`config.mk`:
```
export PLATFORM = sky130hd
export DESIGN_NAME = deltaw3_calc
export DESIGN_NICKNAME = d
export VERILOG_FILES = /design/src/rtl/deltaw3_calc.sv
export SDC_FILE = /design/constraint.sdc
export NUM_CORES = 2
export LEC_CHECK = 0
export CORE_ASPECT_RATIO = 0.6
export CORE_MARGIN = 4
export CORE_UTILIZATION = 40
export DETAILED_ROUTE_END_ITERATION = 10
export GPL_ROUTABILITY_DRIVEN = 0
export SYNTH_ARGS = -nofsm -noshare
export SYNTH_HDL_FRONTEND = slang
export SYNTH_SLANG_ARGS = --single-unit
```
`constraint.sdc`:
```
create_clock -name clk -period 9 [get_ports clk]
set_clock_uncertainty 0.05 [all_clocks]
set_input_delay 1.8 -clock clk [delete_from_list [all_inputs] [get_ports clk]]
set_output_delay 1.8 -clock clk [all_outputs]
set_load 0.01 [all_outputs]
```
`src/rtl/deltaw3_calc.sv`:
```
// Layer-3 weight-update engine: deltaw3_ij = -(a2_i * delta3_j) >>> (FRAC+LR_SHIFT), saturated.
// One shared multiplier walks the 20 entries; results are committed to the outputs together.
module deltaw3_calc #(
    parameter int unsigned FRAC     = 8,
    parameter int unsigned LR_SHIFT = 4
) (
    input  logic               clk,
    input  logic               rst_n,
    input  logic               start,
    input  logic               clr,
    input  logic signed [15:0] a2_1,
    input  logic signed [15:0] a2_2,
    input  logic signed [15:0] a2_3,
    input  logic signed [15:0] a2_4,
    input  logic signed [15:0] a2_5,
    input  logic signed [15:0] delta3_1,
    input  logic signed [15:0] delta3_2,
    input  logic signed [15:0] delta3_3,
    input  logic signed [15:0] delta3_4,
    output logic signed [15:0] deltaw3_11,
    output logic signed [15:0] deltaw3_12,
    output logic signed [15:0] deltaw3_13,
    output logic signed [15:0] deltaw3_14,
    output logic signed [15:0] deltaw3_21,
    output logic signed [15:0] deltaw3_22,
    output logic signed [15:0] deltaw3_23,
    output logic signed [15:0] deltaw3_24,
    output logic signed [15:0] deltaw3_31,
    output logic signed [15:0] deltaw3_32,
    output logic signed [15:0] deltaw3_33,
    output logic signed [15:0] deltaw3_34,
    output logic signed [15:0] deltaw3_41,
    output logic signed [15:0] deltaw3_42,
    output logic signed [15:0] deltaw3_43,
    output logic signed [15:0] deltaw3_44,
    output logic signed [15:0] deltaw3_51,
    output logic signed [15:0] deltaw3_52,
    output logic signed [15:0] deltaw3_53,
    output logic signed [15:0] deltaw3_54,
    output logic               busy,
    output logic               done
);

    localparam int unsigned W     = 16;
    localparam int unsigned PW    = 32;
    localparam int unsigned NW    = 33;
    localparam int unsigned N_I   = 5;
    localparam int unsigned N_J   = 4;
    localparam int unsigned N_K   = 20;
    localparam int unsigned KW    = 5;
    localparam int unsigned IW    = 3;
    localparam int unsigned JW    = 2;
    localparam int unsigned SHIFT = FRAC + LR_SHIFT;

    typedef enum logic [1:0] {
        IDLE = 2'd0,
        CALC = 2'd1,
        DONE = 2'd2
    } state_t;

    state_t state_q, state_next;

    logic signed [W-1:0] a2_q     [N_I];
    logic signed [W-1:0] d3_q     [N_J];
    logic signed [W-1:0] shadow_q [N_K];
    logic signed [W-1:0] out_q    [N_K];

    logic [KW-1:0] k_q;
    logic [IW-1:0] i_q;
    logic [JW-1:0] j_q;

    logic snap_en, calc_en, commit_en, last_c;

    logic signed [PW-1:0] prod_c;
    logic signed [PW-1:0] prod_sh_c;
    logic signed [NW-1:0] neg_c;
    logic signed [W-1:0]  sat_c;

    assign last_c = (k_q == KW'(N_K - 1));

    // State register
    always_ff @(posedge clk or negedge rst_n) begin
        if (!rst_n) begin
            state_q <= IDLE;
        end else begin
            state_q <= state_next;
        end
    end

    // Next-state logic; clr overrides everything
    always_comb begin
        state_next = state_q;
        if (clr) begin
            state_next = IDLE;
        end else begin
            case (state_q)
                IDLE:    if (start) state_next = CALC;
                CALC:    if (last_c) state_next = DONE;
                DONE:    state_next = IDLE;
                default: state_next = IDLE;
            endcase
        end
    end

    // Per-state control strobes
    always_comb begin
        snap_en   = 1'b0;
        calc_en   = 1'b0;
        commit_en = 1'b0;
        if (!clr) begin
            case (state_q)
                IDLE:    snap_en   = start;
                CALC:    calc_en   = 1'b1;
                DONE:    commit_en = 1'b1;
                default: ;
            endcase
        end
    end

    // Shared multiplier, floor shift, 33-bit negate and saturation
    always_comb begin
        prod_c    = PW'(a2_q[i_q]) * PW'(d3_q[j_q]);
        prod_sh_c = prod_c >>> SHIFT;
        neg_c     = -(NW'(prod_sh_c));
        if (neg_c > 33'sd32767) begin
            sat_c = 16'sh7FFF;
        end else if (neg_c < -33'sd32768) begin
            sat_c = 16'sh8000;
        end else begin
            sat_c = neg_c[W-1:0];
        end
    end

    // Snapshot, index walk, shadow fill and output commit
    always_ff @(posedge clk or negedge rst_n) begin
        if (!rst_n) begin
            for (int unsigned n = 0; n < N_I; n++) a2_q[n] <= '0;
            for (int unsigned n = 0; n < N_J; n++) d3_q[n] <= '0;
            for (int unsigned n = 0; n < N_K; n++) begin
                shadow_q[n] <= '0;
                out_q[n]    <= '0;
            end
            k_q  <= '0;
            i_q  <= '0;
            j_q  <= '0;
            busy <= 1'b0;
            done <= 1'b0;
        end else if (clr) begin
            for (int unsigned n = 0; n < N_I; n++) a2_q[n] <= '0;
            for (int unsigned n = 0; n < N_J; n++) d3_q[n] <= '0;
            for (int unsigned n = 0; n < N_K; n++) begin
                shadow_q[n] <= '0;
                out_q[n]    <= '0;
            end
            k_q  <= '0;
            i_q  <= '0;
            j_q  <= '0;
            busy <= 1'b0;
            done <= 1'b0;
        end else begin
            busy <= (state_next != IDLE);
            done <= commit_en;
            if (snap_en) begin
                a2_q[0] <= a2_1;
                a2_q[1] <= a2_2;
                a2_q[2] <= a2_3;
                a2_q[3] <= a2_4;
                a2_q[4] <= a2_5;
                d3_q[0] <= delta3_1;
                d3_q[1] <= delta3_2;
                d3_q[2] <= delta3_3;
                d3_q[3] <= delta3_4;
                k_q     <= '0;
                i_q     <= '0;
                j_q     <= '0;
            end
            if (calc_en) begin
                shadow_q[k_q] <= sat_c;
                if (!last_c) begin
                    k_q <= k_q + KW'(1);
                    if (i_q == IW'(N_I - 1)) begin
                        i_q <= '0;
                        j_q <= j_q + JW'(1);
                    end else begin
                        i_q <= i_q + IW'(1);
                    end
                end
            end
            if (commit_en) begin
                for (int unsigned n = 0; n < N_K; n++) out_q[n] <= shadow_q[n];
            end
        end
    end

    // Entry k = (j-1)*5 + (i-1)
    assign deltaw3_11 = out_q[0];
    assign deltaw3_21 = out_q[1];
    assign deltaw3_31 = out_q[2];
    assign deltaw3_41 = out_q[3];
    assign deltaw3_51 = out_q[4];
    assign deltaw3_12 = out_q[5];
    assign deltaw3_22 = out_q[6];
    assign deltaw3_32 = out_q[7];
    assign deltaw3_42 = out_q[8];
    assign deltaw3_52 = out_q[9];
    assign deltaw3_13 = out_q[10];
    assign deltaw3_23 = out_q[11];
    assign deltaw3_33 = out_q[12];
    assign deltaw3_43 = out_q[13];
    assign deltaw3_53 = out_q[14];
    assign deltaw3_14 = out_q[15];
    assign deltaw3_24 = out_q[16];
    assign deltaw3_34 = out_q[17];
    assign deltaw3_44 = out_q[18];
    assign deltaw3_54 = out_q[19];

endmodule

```
Word level (Yosys, flattened, before mapping)

Cells that the tools add are included.
Widths: inputs -> output; s select.

Add/subtract/negate cells: 4
Multiply operators: 1
Divide/modulo/power cells: 0
Order comparisons: 6
Equal/unequal tests: 4
Shift-type cells: 0
Multiplexer cells: 45
Bitwise gates (word level): 3
Reduce and logical (&&, ||, !) cells: 6

Operators by type and width:

| operator             | count |
|---|---|
| $mux 320             | 4 |
| $bwmux 320           | 1 |
| $mux 80              | 2 |
| $mux 64              | 2 |
| $mux 16              | 7 |
| $demux 16 s5         | 1 |
| $bmux 16 s3          | 1 |
| $gt 33x16->1 const B | 1 |
| $lt 33x16->1 const B | 1 |
| $neg 20->33          | 1 |
| $bmux 16 s2          | 1 |
| $mul 16x16->32       | 1 |
| $mux 5               | 4 |
| $mux 2               | 8 |
| $mux 3               | 5 |
| $mux 1               | 8 |
| $reduce_bool 2->1    | 4 |
| $ge 6x6->1 const B   | 1 |
| $lt 6x1->1 const B   | 1 |
| $not 5->6            | 1 |
| $add 5x1->5 const B  | 1 |
| $eq 5x5->1 const B   | 1 |
| $ge 4x4->1 const B   | 1 |
| $not 3->4            | 1 |
| 10 further kinds     | 10 |

Register bits: 798
Latch bits: 0
RAM bits: 0
ROM bits: 0
Bits of input ports: 148
Output and inout bits: 322
Memories kept: 0

Depth between registers and ports, before layout

Depth after elaboration: 12
Mapped depth: 39
Mapped depth without buffers: 33

Worst setup path before layout

OpenSTA, ideal clock, no wires.

Path kind: reg-to-reg
Start: register j_q[1]
End: register shadow_q[237] (netlist bit)
Arrival: 9.304 ns
Data required time: 8.867 ns
Setup slack: -0.436 ns
Cell stages (with the launch flop): 34
Path buffers: 8
Clock period less this slack: 9.436 ns
Path through: dfrtp_1 > buf_2 > buf_1 > buf_1 > mux2i_1 > nand2_1 > o21ai_1 > clkbuf_1 > nor2_1 > fa_1 > inv_1 > fa_1 > fa_1 > inv_1 > fa_1 > fa_1 > fa_1 > ha_1 > clkbuf_1 > a21oi_1 > o21ai_0 > or2_2 > a2111oi_0 > o21a_1 > o21ba_2 > nor3b_1 > nand2_1 > o32ai_1 > o21ai_1 > buf_2 > clkbuf_1 > or4_4 > buf_2 > o21ai_0

Cells in the longest elaborated chain, start to end: 12
Elaborated cells on any way between the ends: 13
Classes of those cells: 1 x add/sub; 1 x mul; 2 x order compare; 8 x mux; 1 x bitwise

Ends and longest elaborated chain:

| element                                      | line | RTL |
|---|---|---|
| start, declared                              | 70   | `logic [JW-1:0] j_q;` |
| start signal, assigned                       | 183  | `j_q <= j_q + JW'(1);` |
| $not 2->3 (not written as such) *            | 122  | `prod_c = PW'(a2_q[i_q]) * PW'(d3_q[j_q]);` |
| $bmux 16 s2 *                                | 122  |  |
| $mux 16 (not written as such) * (2 in a row) | 122  |  |
| $mul 16x16->32 *                             | 122  |  |
| $neg 20->33 *                                | 124  | `neg_c = -(NW'(prod_sh_c));` |
| $lt 33x16->1                                 | 127  | `end else if (neg_c < -33'sd32768) begin` |
| $mux 16                                      | 127  |  |
| $mux 16 *                                    | 125  | `if (neg_c > 33'sd32767) begin` |
| $bwmux 320 *                                 | 178  | `shadow_q[k_q] <= sat_c;` |
| $mux 320 *                                   | 177  | `if (calc_en) begin` |
| $mux 320 *                                   | 148  | `end else if (clr) begin` |
| end signal, assigned by index                | 178  |  |
| end, declared                                | 65   | `logic signed [W-1:0] shadow_q [N_K];` |

Every way passes the cells marked *; elsewhere a longest branch is shown, timed or not. The select of a mux whose other input is x is not followed.
A chain may end at the register's enable or synchronous reset.

Worst setup path in the final report

Start: register i_q[0]
End: register shadow_q[272] (netlist bit)

Cells in the longest elaborated chain, start to end: 12
Elaborated cells on any way between the ends: 13
Classes of those cells: 1 x add/sub; 1 x mul; 2 x order compare; 8 x mux; 1 x bitwise

Ends and longest elaborated chain:

| element                                      | line | RTL |
|---|---|---|
| start, declared                              | 69   | `logic [IW-1:0] i_q;` |
| start signal, assigned                       | 185  | `i_q <= i_q + IW'(1);` |
| $not 3->4 (not written as such) *            | 122  |  |
| $bmux 16 s3 *                                | 122  |  |
| $mux 16 (not written as such) * (2 in a row) | 122  |  |
| $mul 16x16->32 *                             | 122  |  |
| $neg 20->33 *                                | 124  |  |
| $lt 33x16->1                                 | 127  |  |
| $mux 16                                      | 127  |  |
| $mux 16 *                                    | 125  |  |
| $bwmux 320 *                                 | 178  |  |
| $mux 320 *                                   | 177  |  |
| $mux 320 *                                   | 148  |  |

Marks and branches as above.

==> run metrics <==
outcome finished clean; TNS Setup 0 ns; Post-synth EDFFs 0; Final Hold Viols 0; number of max-cap violations 0; multi-input logic area 0.0202 mm2; Lkg Pwr 25.4 nW; Worst setup EP type register; max FFs per register 320; row cnt 90; combinational power share 39.0%; largest area contributor in the netlist dfrtp_1; DR WL met3 14,300 um; top cells by area, synth dfrtp_1 (49%), fa_1 (13%), a22o_1 (10%); Inst Count DP 5,652; critical path class register to register; unrepaired setup endpoints after global routing yes; Synth top area share 49.1%; WL/cell 23.7 um; Reg with most FFs shadow_q; reg2reg setup slack 0.09 ns; DIE HEIGHT 255 um; Slew Viols, Final 0; dpl cell area 0.0495 mm2; slowest cell on the critical path fa_1; power share of the sequential group 32.8%; first-pass GRT wire length 202,000 um; I/O pins 470; Min-Delay Path Class register to register; vias per cell 5.53; via count 32,407; initial core utilization 40.4%; arrival time worst endpoint 9.44 ns; clock-pin slew on the worst setup and hold paths 0.07 ns; Yosys warning total 0; internal power 7.15 mW; Net Sw Frac 36.7%; post-route clock period utilization 99.0%; Worst VDD drop 0.276 mV; Final #Nets 4,970; Finish-stage setup viols 0; final instance area 0.0546 mm2; commonest non-fill, non-tap cell in the layout dfrtp_1; filler instances 8,674; CTS tree built; routed length on met2 56,700 um; # clock sinks 798; GRT Total Usage 24.8%; Detailed Place HPWL 95,600 um; drt pass-1 iters 5; Buffers on Ports 469; initial antenna violation count 3; Yosys cell types 72; Max Clock Freq 0.112 GHz; largest net degree at the start of global routing 173; Finished Layout Cells 5,862; FF/Latch Area 0.0200 mm2; DRC 0; cell area after synthesis 0.0406 mm2; Mapped Cells 3,716; syn nets 4,212; M1 WL 65,100 um; post-synthesis async set-or-reset flop share 100%; Crit Path Max Fanout 15; crit-path max cell delay 0.61 ns; PD cells 207 mW/mm2; remaining antenna violation count 0; total CTS buffers 76; Seq/Total Area, Yosys 49.1%; relative slew slack 3.70%; Worst Tran Pin Value 1.44 ns; Iter 0 DRT Violations 3,133; gr ovfl total 0; number of synthesized register bits 798; CP required 9.53 ns; Net Switching 4.15 mW; post-detailed-routing wire length 139,000 um; CTS Root Cell clkbuf_16; Worst setup SP type register; commonest non-fill, non-tap cells in the layout dfrtp_1 (794), nand2_1 (489), clkdlybuf4s50_1 (467); top sig layer met5; Layout area overhead 34.4%; die area 0.107 mm2; syn avg cell area 10.9 um2; hold buffer count at cts 0; largest registers shadow_q (320), a2_q (80), d3_q (64); width of the die 420 um; ratio of cells with drive above 1 in the final layout 19.9%; Clock Tree Buf Depth 3; Core Box Area 0.101 mm2; minimum clock period 8.91 ns; Worst-Skew Late Latency 0.68 ns; Clk pwr share 28.2%; Synth Flop Type dfrtp_1; H-tree Lvls 3; Final Total Pwr 11.3 mW; vias in the first global route 31,507
path summary, 6_finish.rpt:
check | from | endpoint | cells past startpoint
worst max-delay path | i_q[0] | shadow_q[272] | 34
worst min-delay path | shadow_q[270] | shadow_q[270] | 2
worst max register to register | i_q[0] | shadow_q[272] | 34
worst min register to register | shadow_q[270] | shadow_q[270] | 2
max in group asynchronous | rst_n | shadow_q[224] | 3
min in group asynchronous | rst_n | deltaw3_24[3] | 1
per-layer routing:
metal / vias to the layer above / GRT usage, %
met5: - / 0
met4: 2 / 5.55
met3: 157 / 7.98
met2: 1264 / 33.3
met1: 16626 / 38.6
li1: 14358 / -
repair_timing:
action	CTS	global route
buffers inserted	3	54
setup endpoints to repair	304	320
resized for setup	41	580
pin swaps	1	97
cloned	0	23
layout make-up:
type                       count  area share [%]
clock inverter                23           0.458
tap                         1334            3.05
antenna                        2         0.00916
inverter                     310            2.13
timing repair buffer         927            16.8
clock buffer                 107            3.95
multi-input combinational   2361            37.0
sequential                   798            36.6
metrics by stage:
stage,setup WS (ns),util (%),hold WS (ns)
5_1_grt,-0.217,54.3,0.444
2_1_floorplan,-0.00315,-,0.400
6_report,0.0870,54.3,0.430
4_1_cts,0.000393,51.7,0.434
3_3_place_gp,-0.341,49.1,0.411
3_5_place_dp,-0.408,49.1,0.420
Yosys cell counts (4+ instances only):
master,instances
dfrtp_1,798
nand2_1,496
a22o_1,467
o21ai_0,325
inv_1,309
fa_1,261
clkbuf_1,227
nor2_1,173
ha_1,87
a21oi_1,76
o21ai_1,50
mux2i_1,32
nor3_1,29
xnor2_1,28
and2_1,23
mux2_2,21
nand4_1,21
nand3_1,19
o21a_1,19
a21o_1,16
nand2b_1,16
or3_1,15
a31oi_1,14
nor2b_1,14
o211ai_1,13
or4_1,13
buf_2,10
o31ai_1,10
and3_1,9
mux4_2,9
or2_2,9
a211oi_1,8
buf_1,8
xor2_1,7
nor4_1,6
a2111oi_0,5
a311oi_1,5
and4_1,5
nor3b_1,5
o21bai_1,5
o211a_1,4
kinds of logic (layout without fill, tap and decap cells):
| family | after synthesis | count (layout) | share of synthesized area [%] |
|---|---|---|---|
| adders and majority gates | 348 | 348 | 15.5 |
| DFF | 798 | 798 | 49.1 |
| other | 0 | 2 | 0 |
| buffers and inverters | 557 | 1367 | 5.19 |
| xor gates and xnor gates | 35 | 35 | 0.754 |
| and+or+nand+nor | 868 | 868 | 9.34 |
| AOI/OAI and AO/OA | 1048 | 1048 | 18.2 |
| muxes | 62 | 62 | 1.87 |
power by group through the flow:
stage,Combinational [mW],Clock [mW],Sequential [mW]
final,4.41,3.18,3.71
after global routing,4.65,3.40,3.71
after CTS,3.42,3.25,3.70
after detailed placement,3.35,0,3.77
after global placement,3.34,0,3.77
after floorplan,1.34,0,3.75
critical path: cells and delay by family, from the launching register on:
family / cells / cell delay, ns
adder cells (fa/ha/maj): 7 / 3.37
AND/OR/NAND/NOR: 7 / 1.85
buffers and inverters: 11 / 1.62
AO/OA/AOI/OAI: 9 / 1.45
flip-flops: 1 / 0.44
Power figures use the tool's default switching activity.
